**src/rtl/exec_unit_cdb_pkg.sv**
```systemverilog
// Shared opcodes and execute helper
// for the CDB-broadcasting unary unit.
package exec_unit_cdb_pkg;

   localparam logic OP_MOV = 1'b0;
   localparam logic OP_NEG = 1'b1;
   localparam int   DATA_W = 32;

   function automatic logic [DATA_W-1:0] alu_f(
      input logic              op,
      input logic [DATA_W-1:0] a
   );
      return (op == OP_NEG) ? (~a + 32'd1) : a;
   endfunction

endpackage

```
**src/rtl/exec_unit_cdb_result_fifo.sv**
```systemverilog
// In-order result buffer feeding the CDB.
// Push and pop may coincide at any fill level.
import exec_unit_cdb_pkg::*;

module result_fifo #(
   parameter int DEPTH = 4,
   parameter int W     = 37,
   parameter int CW    = $clog2(DEPTH + 1)
) (
   input  logic          clk,
   input  logic          rst_n,
   input  logic          push_i,
   input  logic [W-1:0]  wdata_i,
   input  logic          pop_i,
   output logic [W-1:0]  rdata_o,
   output logic          empty_o,
   output logic [CW-1:0] count_o
);

   localparam int AW = $clog2(DEPTH);

   logic [W-1:0]  mem_q [DEPTH];
   logic [AW-1:0] wptr_q, wptr_d;
   logic [AW-1:0] rptr_q, rptr_d;
   logic [CW-1:0] cnt_q, cnt_d;

   // pointer and occupancy update
   always_comb begin
      wptr_d = wptr_q;
      rptr_d = rptr_q;
      cnt_d  = cnt_q;
      if (push_i) wptr_d = wptr_q + AW'(1);
      if (pop_i)  rptr_d = rptr_q + AW'(1);
      case ({push_i, pop_i})
         2'b10:   cnt_d = cnt_q + CW'(1);
         2'b01:   cnt_d = cnt_q - CW'(1);
         default: cnt_d = cnt_q;
      endcase
   end

   // pointer/count state
   always_ff @(posedge clk or negedge rst_n) begin
      if (!rst_n) begin
         wptr_q <= '0;
         rptr_q <= '0;
         cnt_q  <= '0;
      end else begin
         wptr_q <= wptr_d;
         rptr_q <= rptr_d;
         cnt_q  <= cnt_d;
      end
   end

   // storage, no reset needed
   always_ff @(posedge clk) begin
      if (push_i) mem_q[wptr_q] <= wdata_i;
   end

   assign rdata_o = mem_q[rptr_q];
   assign empty_o = (cnt_q == '0);
   assign count_o = cnt_q;

endmodule

```
**src/rtl/exec_unit_cdb.sv**
```systemverilog
// Unary execute unit: credit-gated issue,
// fixed-latency pipe, in-order CDB broadcast.
import exec_unit_cdb_pkg::*;

module exec_unit_cdb #(
   parameter int LATENCY    = 2,
   parameter int RBUF_DEPTH = 4,
   parameter int TAG_W      = 5
) (
   input  logic              clk,
   input  logic              nRST,
   input  logic              require,
   output logic              requireAC,
   input  logic              opIN,
   input  logic [31:0]       dataIn,
   input  logic [TAG_W-1:0]  labelIn,
   output logic              cdbReq,
   input  logic              cdbGrant,
   output logic              BCEN,
   output logic [TAG_W-1:0]  BClabel,
   output logic [31:0]       BCdata
);

   localparam int CW = $clog2(RBUF_DEPTH + 1);
   localparam int SW = CW + 1;
   localparam int FW = TAG_W + 32;

   logic              vld_q [LATENCY];
   logic [TAG_W-1:0]  tag_q [LATENCY];
   logic [31:0]       res_q [LATENCY];

   logic              fire;
   logic              push;
   logic              pop;
   logic              empty;
   logic [CW-1:0]     buf_cnt;
   logic [SW-1:0]     pipe_cnt;
   logic [SW-1:0]     used;
   logic [FW-1:0]     head;

   // entries in flight through the pipe
   always_comb begin
      pipe_cnt = '0;
      for (int i = 0; i < LATENCY; i++) begin
         pipe_cnt = pipe_cnt + SW'(vld_q[i]);
      end
   end

   // credits: an untagged request is never taken
   always_comb begin
      used      = SW'(buf_cnt) + pipe_cnt;
      requireAC = (used < SW'(RBUF_DEPTH)) &&
                  !(require && (labelIn == '0));
   end

   assign fire   = require & requireAC;
   assign push   = vld_q[LATENCY-1];
   assign cdbReq = !empty;
   assign pop    = cdbReq & cdbGrant;

   for (genvar g = 0; g < LATENCY; g++) begin : g_pipe
      if (g == 0) begin : g_head
         // stage 1 computes the result
         always_ff @(posedge clk or negedge nRST) begin
            if (!nRST) begin
               vld_q[0] <= 1'b0;
               tag_q[0] <= '0;
               res_q[0] <= '0;
            end else begin
               vld_q[0] <= fire;
               tag_q[0] <= labelIn;
               res_q[0] <= alu_f(opIN, dataIn);
            end
         end
      end else begin : g_shift
         // later stages only carry the result
         always_ff @(posedge clk or negedge nRST) begin
            if (!nRST) begin
               vld_q[g] <= 1'b0;
               tag_q[g] <= '0;
               res_q[g] <= '0;
            end else begin
               vld_q[g] <= vld_q[g-1];
               tag_q[g] <= tag_q[g-1];
               res_q[g] <= res_q[g-1];
            end
         end
      end
   end

   result_fifo #(
      .DEPTH (RBUF_DEPTH),
      .W     (FW),
      .CW    (CW)
   ) u_rbuf (
      .clk     (clk),
      .rst_n   (nRST),
      .push_i  (push),
      .wdata_i ({tag_q[LATENCY-1], res_q[LATENCY-1]}),
      .pop_i   (pop),
      .rdata_o (head),
      .empty_o (empty),
      .count_o (buf_cnt)
   );

   // one-cycle broadcast of the popped head
   always_ff @(posedge clk or negedge nRST) begin
      if (!nRST) begin
         BCEN    <= 1'b0;
         BClabel <= '0;
         BCdata  <= '0;
      end else if (pop) begin
         BCEN    <= 1'b1;
         BClabel <= head[FW-1:32];
         BCdata  <= head[31:0];
      end else begin
         BCEN    <= 1'b0;
         BClabel <= '0;
         BCdata  <= '0;
      end
   end

endmodule

```
**config.mk**
```make
export PLATFORM = sky130hd
export DESIGN_NAME = exec_unit_cdb
export DESIGN_NICKNAME = d
export VERILOG_FILES = /design/src/rtl/exec_unit_cdb_pkg.sv /design/src/rtl/exec_unit_cdb_result_fifo.sv /design/src/rtl/exec_unit_cdb.sv
export SDC_FILE = /design/constraint.sdc
export NUM_CORES = 1
export LEC_CHECK = 0
export BUFFER_PORTS_ARGS = -buffer_cell sky130_fd_sc_hd__buf_4
export CORE_UTILIZATION = 60
export CTS_CLUSTER_SIZE = 24
export DETAILED_ROUTE_END_ITERATION = 10
export PLACE_DENSITY_LB_ADDON = 0.08
export SLEW_MARGIN = 20
export SYNTH_ARGS = -nofsm -noshare
export SYNTH_HDL_FRONTEND = slang
export SYNTH_SLANG_ARGS = --single-unit
```
**constraint.sdc**
```tcl
create_clock -name clk -period 4.9 [get_ports clk]
set_input_delay 0.98 -clock clk [delete_from_list [all_inputs] [get_ports clk]]
set_output_delay 0.98 -clock clk [all_outputs]
set_load 0.02 [all_outputs]
```
==> flow_metrics.env, run 1 <==
export IMPL_synth_top_cell_area_share=0.4587
export IMPL_crit_path_cell_trace="ha_1 -> a21oi_1 -> nor2_1 -> a311oi_1 -> buf_4"
export IMPL_cap_violations=0
export IMPL_grt_overflow=0
export IMPL_clock_buffer_count_from_cts=27
export IMPL_pre_cts_slack_ps=2082
export IMPL_placed_cell_area_um2=10520
export IMPL_status="finished clean"
export IMPL_post_cts_setup_buffer_count=0
export IMPL_post_dp_hpwl_um=10040
export IMPL_cts_path_max_buffers=3
export IMPL_design_die_area_um2=16660
export IMPL_tritoncts_clock_tree="built"
export IMPL_cts_resized=0
export IMPL_finalWirelength_um=17110
export IMPL_yosys_warnings=0
export IMPL_cp_startpoint="u_rbuf.count_o[0]"
export IMPL_critical_path_class="reg2out"
export IMPL_layout_drive_gt1_share=0.3100
export IMPL_synth_top_cells_by_area="sky130_fd_sc_hd__edfxtp_1 (46%), sky130_fd_sc_hd__dfrtp_1 (31%), sky130_fd_sc_hd__mux4_2 (8.6%)"
export IMPL_critical_path_max_fanout=4
export IMPL_grt_setup_unrepaired="no"
export IMPL_worst_hold_startpoint="res_q[55]"
export IMPL_drcViolationCount=0
export IMPL_mostFrequentLayoutCell="sky130_fd_sc_hd__edfxtp_1"
export IMPL_worst_setup_hold_path_clk_slew_ps=60
export IMPL_synth_edff_count=148
export IMPL_vias=4746
export IMPL_fp_dieW_um=129.1
export IMPL_start_kind="flop"
export IMPL_tightestPinTransition_ps=1070
export IMPL_report_final_setup_viol=0
export IMPL_antenna_violating_nets_post_route=0
export IMPL_cts_hold_buf=0
export IMPL_clock_latency_ps=520
export IMPL_gp_routability_congestion=0.7796
export IMPL_hp_class="reg2reg"
export IMPL_synth_ff_type="sky130_fd_sc_hd__edfxtp_1"
export IMPL_timing_rr_start="u_rbuf.count_o[0]"
export IMPL_final_nets=643
export IMPL_dieHeight_um=129.1
export IMPL_commonest_non_fill_non_tap_cells_in_the_layout="sky130_fd_sc_hd__edfxtp_1 (148), sky130_fd_sc_hd__dfrtp_1 (120), sky130_fd_sc_hd__buf_4 (86), sky130_fd_sc_hd__mux4_2 (37), sky130_fd_sc_hd__and3_1 (37)"
export IMPL_slew_headroom=0.2866
export IMPL_avg_inst_size_synth_um2=19.45
export IMPL_grt_pass1_wl_um=26830
export IMPL_fp_coreArea_um2=15830
export IMPL_leakagePower_nw=4.529
export IMPL_arrival_ps=1970
export IMPL_fin_worst_skew_ps=13.45
export IMPL_detail_route_iter0_violations=269
export IMPL_cts_sinks=269
export IMPL_synth_nets=548
export IMPL_timing_fmax_mhz=339.5
export IMPL_io_pins=82
export IMPL_first_global_vias=4968
export IMPL_ys_seq_elements=269
export IMPL_fin_setup_tns_ps=0
export IMPL_routedWlPerCell_um=20.64
export IMPL_post_synth_design_cell_area_um2=9688
export IMPL_io_buffers=81
export IMPL_timing_critical_path_slowest_cell_delay_ps=420
export IMPL_groute_usage_overall=0.2193
export IMPL_power_ir_vdd_worst_v=0.0003053
export IMPL_worst_path_slowest_cell="sky130_fd_sc_hd__dfrtp_1"
export IMPL_power_total_mw=6.612
export IMPL_ys_seq_area_frac=0.7713
export IMPL_start_util=0.6121
export IMPL_ctsRootBufferMaster="sky130_fd_sc_hd__clkbuf_16"
export IMPL_worst_slack_ps=1954
export IMPL_timing_max_transition_violations_final=0
export IMPL_hold_worst_slack_ps=346.5
export IMPL_fin_crit_ps=2946
export IMPL_syn2layout_area_growth_pct=19.33
export IMPL_synthCells=498
export IMPL_required_ps=3920
export IMPL_worst_setup_path_end_kind="primary output"
export IMPL_antenna_violations_before_repair=0
export IMPL_power_density_nw_per_um2=571.9
export IMPL_timing_hold_violations_final=0
export IMPL_core_rowCount=46
export IMPL_final_min_period_over_clock_period=0.6011
export IMPL_grt_start_max_net_pins=65
export IMPL_yosysTopAreaCell="sky130_fd_sc_hd__edfxtp_1"
export IMPL_number_of_distinct_standard_cells_referenced_by_the_synthesized_netlist=38
export IMPL_antennaDiodeCount=0
export IMPL_avgViaCountPerCell=5.725
export IMPL_htree_num_levels=1
export IMPL_final_cell_area_um2=11560
export IMPL_detail_route_first_pass_iterations=6
export IMPL_synth_async_sr_flop_share=0.4498
[worst max-delay path: cells and delay by family, from the launching register on]
family	cells	cell delay, ps
buffers and inverters	1	210
DFF	1	420
adders and majority gates	1	290
and+or+nand+nor	1	60
AOI/OAI and AO/OA	2	470
[cells by family after synthesis]
group / Yosys count / synth area share
xor+xnor: 36 / 0.03255
fa+ha+maj: 8 / 0.01111
simple gates: 90 / 0.06031
compound gates: 27 / 0.02505
flops: 269 / 0.7713
buf+inv: 30 / 0.01266
mux: 38 / 0.08705
[path summary, 6_finish.rpt]
check                               endpoint  slack [ps]  cells after the start
hold / removal                     res_q[23]         350                      0
setup reg to reg           u_rbuf.count_o[2]        2570                      9
max in group asynchronous   u_rbuf.rptr_q[0]        3390                      2
setup / recovery                   requireAC        1950                      5
min in group asynchronous          BCdata[0]         560                      1
hold reg to reg                    res_q[23]         350                      0
[final cells by class]
type / count / area, µm²
sequential: 269 / 7473
fill: 939 / 4267
multi-input combinational: 199 / 2100
clock buffer: 33 / 770.7
timing repair buffer: 87 / 673.1
tap: 216 / 270.3
clock inverter: 16 / 240.2
inverter: 9 / 33.78
[where the power goes]
group	internal (mW)	switching, mW
logic	0.653	0.673
registers	2.81	0.221
clock network	1.43	0.817
[cells in the mapped netlist (6+ instances only)]
| master | number |
|---|---|
| sky130_fd_sc_hd__and2_1 | 6 |
| sky130_fd_sc_hd__dfrtp_1 | 121 |
| sky130_fd_sc_hd__inv_1 | 9 |
| sky130_fd_sc_hd__nand2_1 | 14 |
| sky130_fd_sc_hd__o21ai_0 | 6 |
| sky130_fd_sc_hd__mux4_2 | 37 |
| sky130_fd_sc_hd__edfxtp_1 | 148 |
| sky130_fd_sc_hd__o31ai_1 | 10 |
| sky130_fd_sc_hd__ha_1 | 7 |
| sky130_fd_sc_hd__clkbuf_1 | 13 |
| sky130_fd_sc_hd__xnor2_1 | 32 |
| sky130_fd_sc_hd__and3_1 | 37 |
[layer usage]
| layer | wire (µm) | track usage |
|---|---|---|
| met4 | 403 | 0.08097 |
| met5 | 0 | 0 |
| met1 | 6864 | 0.2814 |
| met3 | 787 | 0.03220 |
| met2 | 9052 | 0.3854 |
[flip-flops by register name (all words and copies together), names as in the netlist]
name	flops
u_rbuf.wptr_q	2
BClabel	5
BCdata	32
u_rbuf.mem_q	148
BCEN	1
vld_q	1
res_q	64
u_rbuf.rptr_q	2
tag_q	10
u_rbuf.count_o	3
push	1
[metrics by stage]
| stage | utilization | instances |
|---|---|---|
| floorplan | - | 498 |
| global placement | 0.6647 | 779 |
| detailed placement | 0.6648 | 779 |
| CTS | 0.7287 | 828 |
| global route | 0.7304 | 829 |
| finish | 0.7304 | 829 |
Note: power is estimated with default switching activity, not from simulation.
==> run 2: changes to the inputs <==
Settings changed: CORE_UTILIZATION 60 to 53.
Clock period 4.9 ns to 2.7 ns, I/O delays scaled along.
==> flow_metrics.env, run 2 (synthesis gave the netlist of run 1 again) <==
export IMPL_status="finished clean"
export IMPL_timing_fmax_mhz=407.5
export IMPL_worst_setup_path_end_kind="primary output"
export IMPL_post_dp_hpwl_um=10330
export IMPL_mostFrequentLayoutCell="sky130_fd_sc_hd__edfxtp_1"
export IMPL_tritoncts_clock_tree="built"
export IMPL_core_rowCount=49
export IMPL_filler_instances=1263
export IMPL_timing_hold_violations_final=0
export IMPL_fp_dieW_um=137.2
export IMPL_io_pins=82
export IMPL_slew_headroom=0.6382
export IMPL_io_buffers=81
export IMPL_numPlacedInstances=799
export IMPL_instances_no_fill=850
export IMPL_grt_overflow=0
export IMPL_power_density_nw_per_um2=1000
export IMPL_leakagePower_nw=4.510
export IMPL_start_util=0.5393
export IMPL_ctsRootBufferMaster="sky130_fd_sc_hd__clkbuf_16"
export IMPL_final_nets=650
export IMPL_hp_class="in2reg"
export IMPL_antenna_violations_before_repair=0
export IMPL_worst_setup_hold_path_clk_slew_ps=60
export IMPL_routedWlPerCell_um=20.40
export IMPL_cts_sinks=269
export IMPL_finalWirelength_um=17340
export IMPL_cap_violations=0
export IMPL_arrival_ps=1910
export IMPL_groute_usage_overall=0.1998
export IMPL_gp_routability_congestion=0.8121
export IMPL_largest_register_ffs=148
export IMPL_clock_buffer_count_from_cts=27
export IMPL_first_global_vias=5023
export IMPL_ff_latch_area_um2=7473
export IMPL_tightestPinTransition_ps=542.7
export IMPL_antenna_violating_nets_post_route=0
export IMPL_syn2layout_area_growth_pct=19.08
export IMPL_grt_start_max_net_pins=59
export IMPL_drcViolationCount=0
export IMPL_rrSetupSlack_ps=730
export IMPL_detail_route_first_pass_iterations=4
export IMPL_vias=4694
export IMPL_dieHeight_um=137.2
export IMPL_max_flop_register="u_rbuf.mem_q"
export IMPL_start_kind="flop"
export IMPL_cts_path_max_buffers=3
export IMPL_multiInputGateArea_um2=2097
export IMPL_reg_top3="u_rbuf.mem_q x148, res_q x64, BCdata x32"
export IMPL_commonest_non_fill_non_tap_cells_in_the_layout="sky130_fd_sc_hd__edfxtp_1 (148), sky130_fd_sc_hd__dfrtp_1 (120), sky130_fd_sc_hd__buf_4 (87), sky130_fd_sc_hd__mux4_2 (37), sky130_fd_sc_hd__and3_1 (37)"
export IMPL_fin_worst_skew_ps=22.24
export IMPL_detail_route_iter0_violations=262
export IMPL_critical_path_class="reg2out"
export IMPL_final_min_period_over_clock_period=0.9090
export IMPL_avgViaCountPerCell=5.522
export IMPL_fin_util=0.6422
export IMPL_fp_coreArea_um2=17960
export IMPL_fin_setup_tns_ps=0
export IMPL_grt_pass1_wl_um=27710
export IMPL_post_cts_setup_buffer_count=0
export IMPL_report_final_setup_viol=0
export IMPL_timing_max_transition_violations_final=0
export IMPL_grt_setup_unrepaired="no"
export IMPL_power_ir_vdd_worst_v=0.001347
export IMPL_required_ps=2160
export IMPL_htree_num_levels=1
export IMPL_fin_crit_ps=2454
export IMPL_layout_drive_gt1_share=0.3027
export IMPL_antennaDiodeCount=0
export IMPL_critical_path_max_fanout=4
export IMPL_clock_latency_ps=530
export IMPL_design_die_area_um2=18820
[run 2: repair_timing]
action | 4_1_cts | 5_1_grt
hold buffers | 1 | 0
hold endpoints to repair | 9 | 0
gates resized for setup | 0 | 0
[run 2: final timing paths]
| check | to | cells past startpoint | from |
|---|---|---|---|
| min | tag_q[6] | 1 | labelIn[1] |
| min reg2reg | res_q[13] | 0 | res_q[45] |
| min in group asynchronous | BCdata[3] | 2 | nRST |
| max in group asynchronous | u_rbuf.rptr_q[0] | 3 | nRST |
| max | requireAC | 5 | u_rbuf.count_o[0] |
| max reg2reg | u_rbuf.count_o[2] | 8 | u_rbuf.count_o[0] |
[run 2: stage by stage]
stage	total power [mW]	worst slack [ps]	cell area, µm²	hold WS, ps
after CTS	11.71	231.2	11540	110.9
after global placement	8.068	416.5	10660	333.2
after detailed placement	8.140	372.3	10660	334.7
final	11.54	245.7	11540	128.4
after global routing	12.10	147.6	11540	111.0
after floorplan	7.072	704.3	9688	244.4
[run 2: cell type report]
cell class | count | share of cell area
Sequential cell | 269 | 0.6478
Multi-Input combinational cell | 199 | 0.1818
Clock buffer | 42 | 0.06876
Timing Repair Buffer | 94 | 0.06790
Tap cell | 229 | 0.02484
Clock inverter | 8 | 0.005965
Inverter | 9 | 0.002928
[run 2: power breakdown]
part / switching (mW) / internal [mW]
Sequential: 0.305 / 5.10
Clock: 1.44 / 2.11
Combinational: 1.34 / 1.24
[run 2: routing by layer]
| layer | routed length (µm) | share of wire | vias to the layer above | GRT usage |
|---|---|---|---|---|
| met5 | 0 | 0 | - | 0 |
| met4 | 423 | 0.024 | 0 | 0.05128 |
| met3 | 660 | 0.038 | 31 | 0.03274 |
| met2 | 8939 | 0.52 | 108 | 0.3418 |
| met1 | 7313 | 0.42 | 2452 | 0.2687 |
| li1 | - | - | 2103 | - |
[run 2: critical path, cell delays in order, from the launching register on]
cell and delay (ps):
sky130_fd_sc_hd__dfrtp_1 420, sky130_fd_sc_hd__ha_1 280, sky130_fd_sc_hd__a21oi_1 120, sky130_fd_sc_hd__nor2_1 60, sky130_fd_sc_hd__a311oi_1 300, sky130_fd_sc_hd__buf_4 210
==> run 3: changes to the inputs <==
Clock period 2.7 ns to 2 ns, I/O delays scaled along.
==> flow_metrics.env, run 3 (synthesis gave the netlist of run 1 again) <==
export IMPL_worst_path_slowest_cell="sky130_fd_sc_hd__dfrtp_1"
export IMPL_crit_path_cell_trace="ha_1 -> a21oi_2 -> nor2_2 -> a311oi_2 -> buf_4"
export IMPL_clock_latency_ps=520
export IMPL_dieHeight_um=137.2
export IMPL_syn2layout_area_growth_pct=24.01
export IMPL_switching_share=0.2605
export IMPL_clock_buffer_count_from_cts=26
export IMPL_htree_num_levels=1
export IMPL_final_min_period_over_clock_period=1.129
export IMPL_fp_coreArea_um2=17960
export IMPL_reg_top3="u_rbuf.mem_q x148, res_q x64, BCdata x32"
export IMPL_power_density_nw_per_um2=1383
export IMPL_arrival_ps=1860
export IMPL_cap_violations=0
export IMPL_largest_register_ffs=148
export IMPL_avgViaCountPerCell=5.503
export IMPL_grt_overflow=0
export IMPL_groute_usage_overall=0.2092
export IMPL_filler_instances=1205
export IMPL_layout_drive_gt1_share=0.3421
export IMPL_antenna_violations_before_repair=0
export IMPL_power_switching_mw=4.331
export IMPL_worst_slack_ps=-258.6
export IMPL_worst_setup_hold_path_clk_slew_ps=60
export IMPL_intPower_mw=12.29
export IMPL_gp_routability_congestion=0.7985
export IMPL_routedWlPerCell_um=21.04
export IMPL_post_dp_hpwl_um=10670
export IMPL_start_kind="flop"
export IMPL_cts_path_max_buffers=3
export IMPL_fp_dieW_um=137.2
export IMPL_detail_route_first_pass_iterations=4
export IMPL_grt_setup_unrepaired="yes"
export IMPL_met2WireLength_um=9554
export IMPL_timing_hold_violations_final=0
export IMPL_power_frac_comb=0.239
export IMPL_hold_worst_slack_ps=61.85
export IMPL_wl_met1_um=7679
export IMPL_grt_start_max_net_pins=52
export IMPL_slew_headroom=0.6877
export IMPL_io_buffers=81
export IMPL_start_util=0.5393
export IMPL_grt_pass1_wl_um=28670
export IMPL_instances_no_fill=872
export IMPL_p_seq_frac=0.440
export IMPL_leakagePower_nw=4.733
export IMPL_detail_route_iter0_violations=352
export IMPL_first_global_vias=5111
export IMPL_hp_class="in2reg"
export IMPL_critical_path_max_fanout=2
export IMPL_power_total_mw=16.62
export IMPL_fin_crit_ps=2259
export IMPL_violated_checks="setup timing"
export IMPL_clkPwrFrac=0.321
export IMPL_ctsRootBufferMaster="sky130_fd_sc_hd__clkbuf_16"
export IMPL_required_ps=1600
export IMPL_power_ir_vdd_worst_v=0.001059
export IMPL_antenna_violating_nets_post_route=0
export IMPL_cts_sinks=269
export IMPL_mostFrequentLayoutCell="sky130_fd_sc_hd__edfxtp_1"
export IMPL_commonest_non_fill_non_tap_cells_in_the_layout="sky130_fd_sc_hd__edfxtp_1 (148), sky130_fd_sc_hd__dfrtp_1 (120), sky130_fd_sc_hd__buf_4 (95), sky130_fd_sc_hd__mux4_2 (37), sky130_fd_sc_hd__and3_1 (37)"
export IMPL_drcViolationCount=0
export IMPL_status="complete, but fails checks"
export IMPL_timing_max_transition_violations_final=0
export IMPL_io_pins=82
export IMPL_final_nets=673
export IMPL_fin_worst_skew_ps=7.626
export IMPL_tritoncts_clock_tree="built"
export IMPL_antennaDiodeCount=0
export IMPL_timing_critical_path_slowest_cell_delay_ps=400
export IMPL_report_final_setup_viol=2
export IMPL_critical_path_class="reg2out"
export IMPL_met3_length_um=601
export IMPL_numPlacedInstances=809
export IMPL_max_flop_register="u_rbuf.mem_q"
export IMPL_design_die_area_um2=18820
export IMPL_worst_setup_path_end_kind="primary output"
export IMPL_topRoutingLayerUsed="met4"
export IMPL_core_rowCount=49
export IMPL_finalWirelength_um=18340
export IMPL_vias=4799
export IMPL_tightestPinTransition_ps=468.4
export IMPL_timing_fmax_mhz=442.8
[run 3: final timing paths]
check | endpoint | cells after the start | slack [ps] | startpoint
setup / recovery | requireAC | 5 | -260 | u_rbuf.count_o[0]
hold / removal | res_q[63] | 2 | 60 | dataIn[31]
setup reg to reg | u_rbuf.count_o[2] | 9 | 30 | u_rbuf.count_o[0]
hold reg to reg | res_q[6] | 0 | 340 | res_q[38]
max in group asynchronous | res_q[41] | 3 | 960 | nRST
min in group asynchronous | BCdata[11] | 2 | 370 | nRST
[run 3: repair_timing]
action	in CTS	in global routing
hold buffers	7	0
gates resized for setup	11	10
cloned	1	0
setup buffers	7	1
endpoints found under the hold margin	34	0
pin swaps	4	3
setup endpoints to repair	3	14
[run 3: power groups by stage]
stage	Combinational, mW	Sequential, mW	Clock [mW]
floorplan	1.93	7.62	0
global placement	3.69	7.36	0
detailed placement	3.72	7.41	0
CTS	4.01	7.31	5.44
global route	4.29	7.42	5.67
finish	3.98	7.31	5.34
[run 3: area by class of cell]
type,instances,area [µm²],area share
flip-flops and latches,269,7473,0.6221
well taps,229,286.5,0.02385
inverters,9,33.78,0.002812
multi-input cells,199,2152,0.1791
clock inverters,10,177.7,0.01479
clock buffers,38,788.3,0.06561
repair buffers,118,1102,0.09175
[run 3: layer usage]
layer | GRT usage | up-vias
met5 | 0 | -
met4 | 0.07509 | 0
met3 | 0.02796 | 32
met2 | 0.3549 | 111
met1 | 0.2796 | 2514
li1 | - | 2142
[run 3: metrics by stage]
step | util | setup TNS [ps] | cell area [µm²] | setup slack [ps]
final | 0.6688 | -350.5 | 12010 | -258.6
after global routing | 0.6688 | -523.8 | 12010 | -339.8
after CTS | 0.6666 | -641.2 | 11980 | -283.2
after detailed placement | 0.6020 | 0 | 10810 | 15.75
after global placement | 0.6020 | 0 | 10810 | 78.23
after floorplan | - | 0 | 9688 | 85.79
[run 3: critical path, delay by kind of cell (launching register included)]
| family | cells | cell delay [ps] |
|---|---|---|
| AOI/OAI and AO/OA | 2 | 380 |
| and+or+nand+nor | 1 | 60 |
| buffers and inverters | 1 | 190 |
| adders and majority gates | 1 | 310 |
| DFF | 1 | 400 |
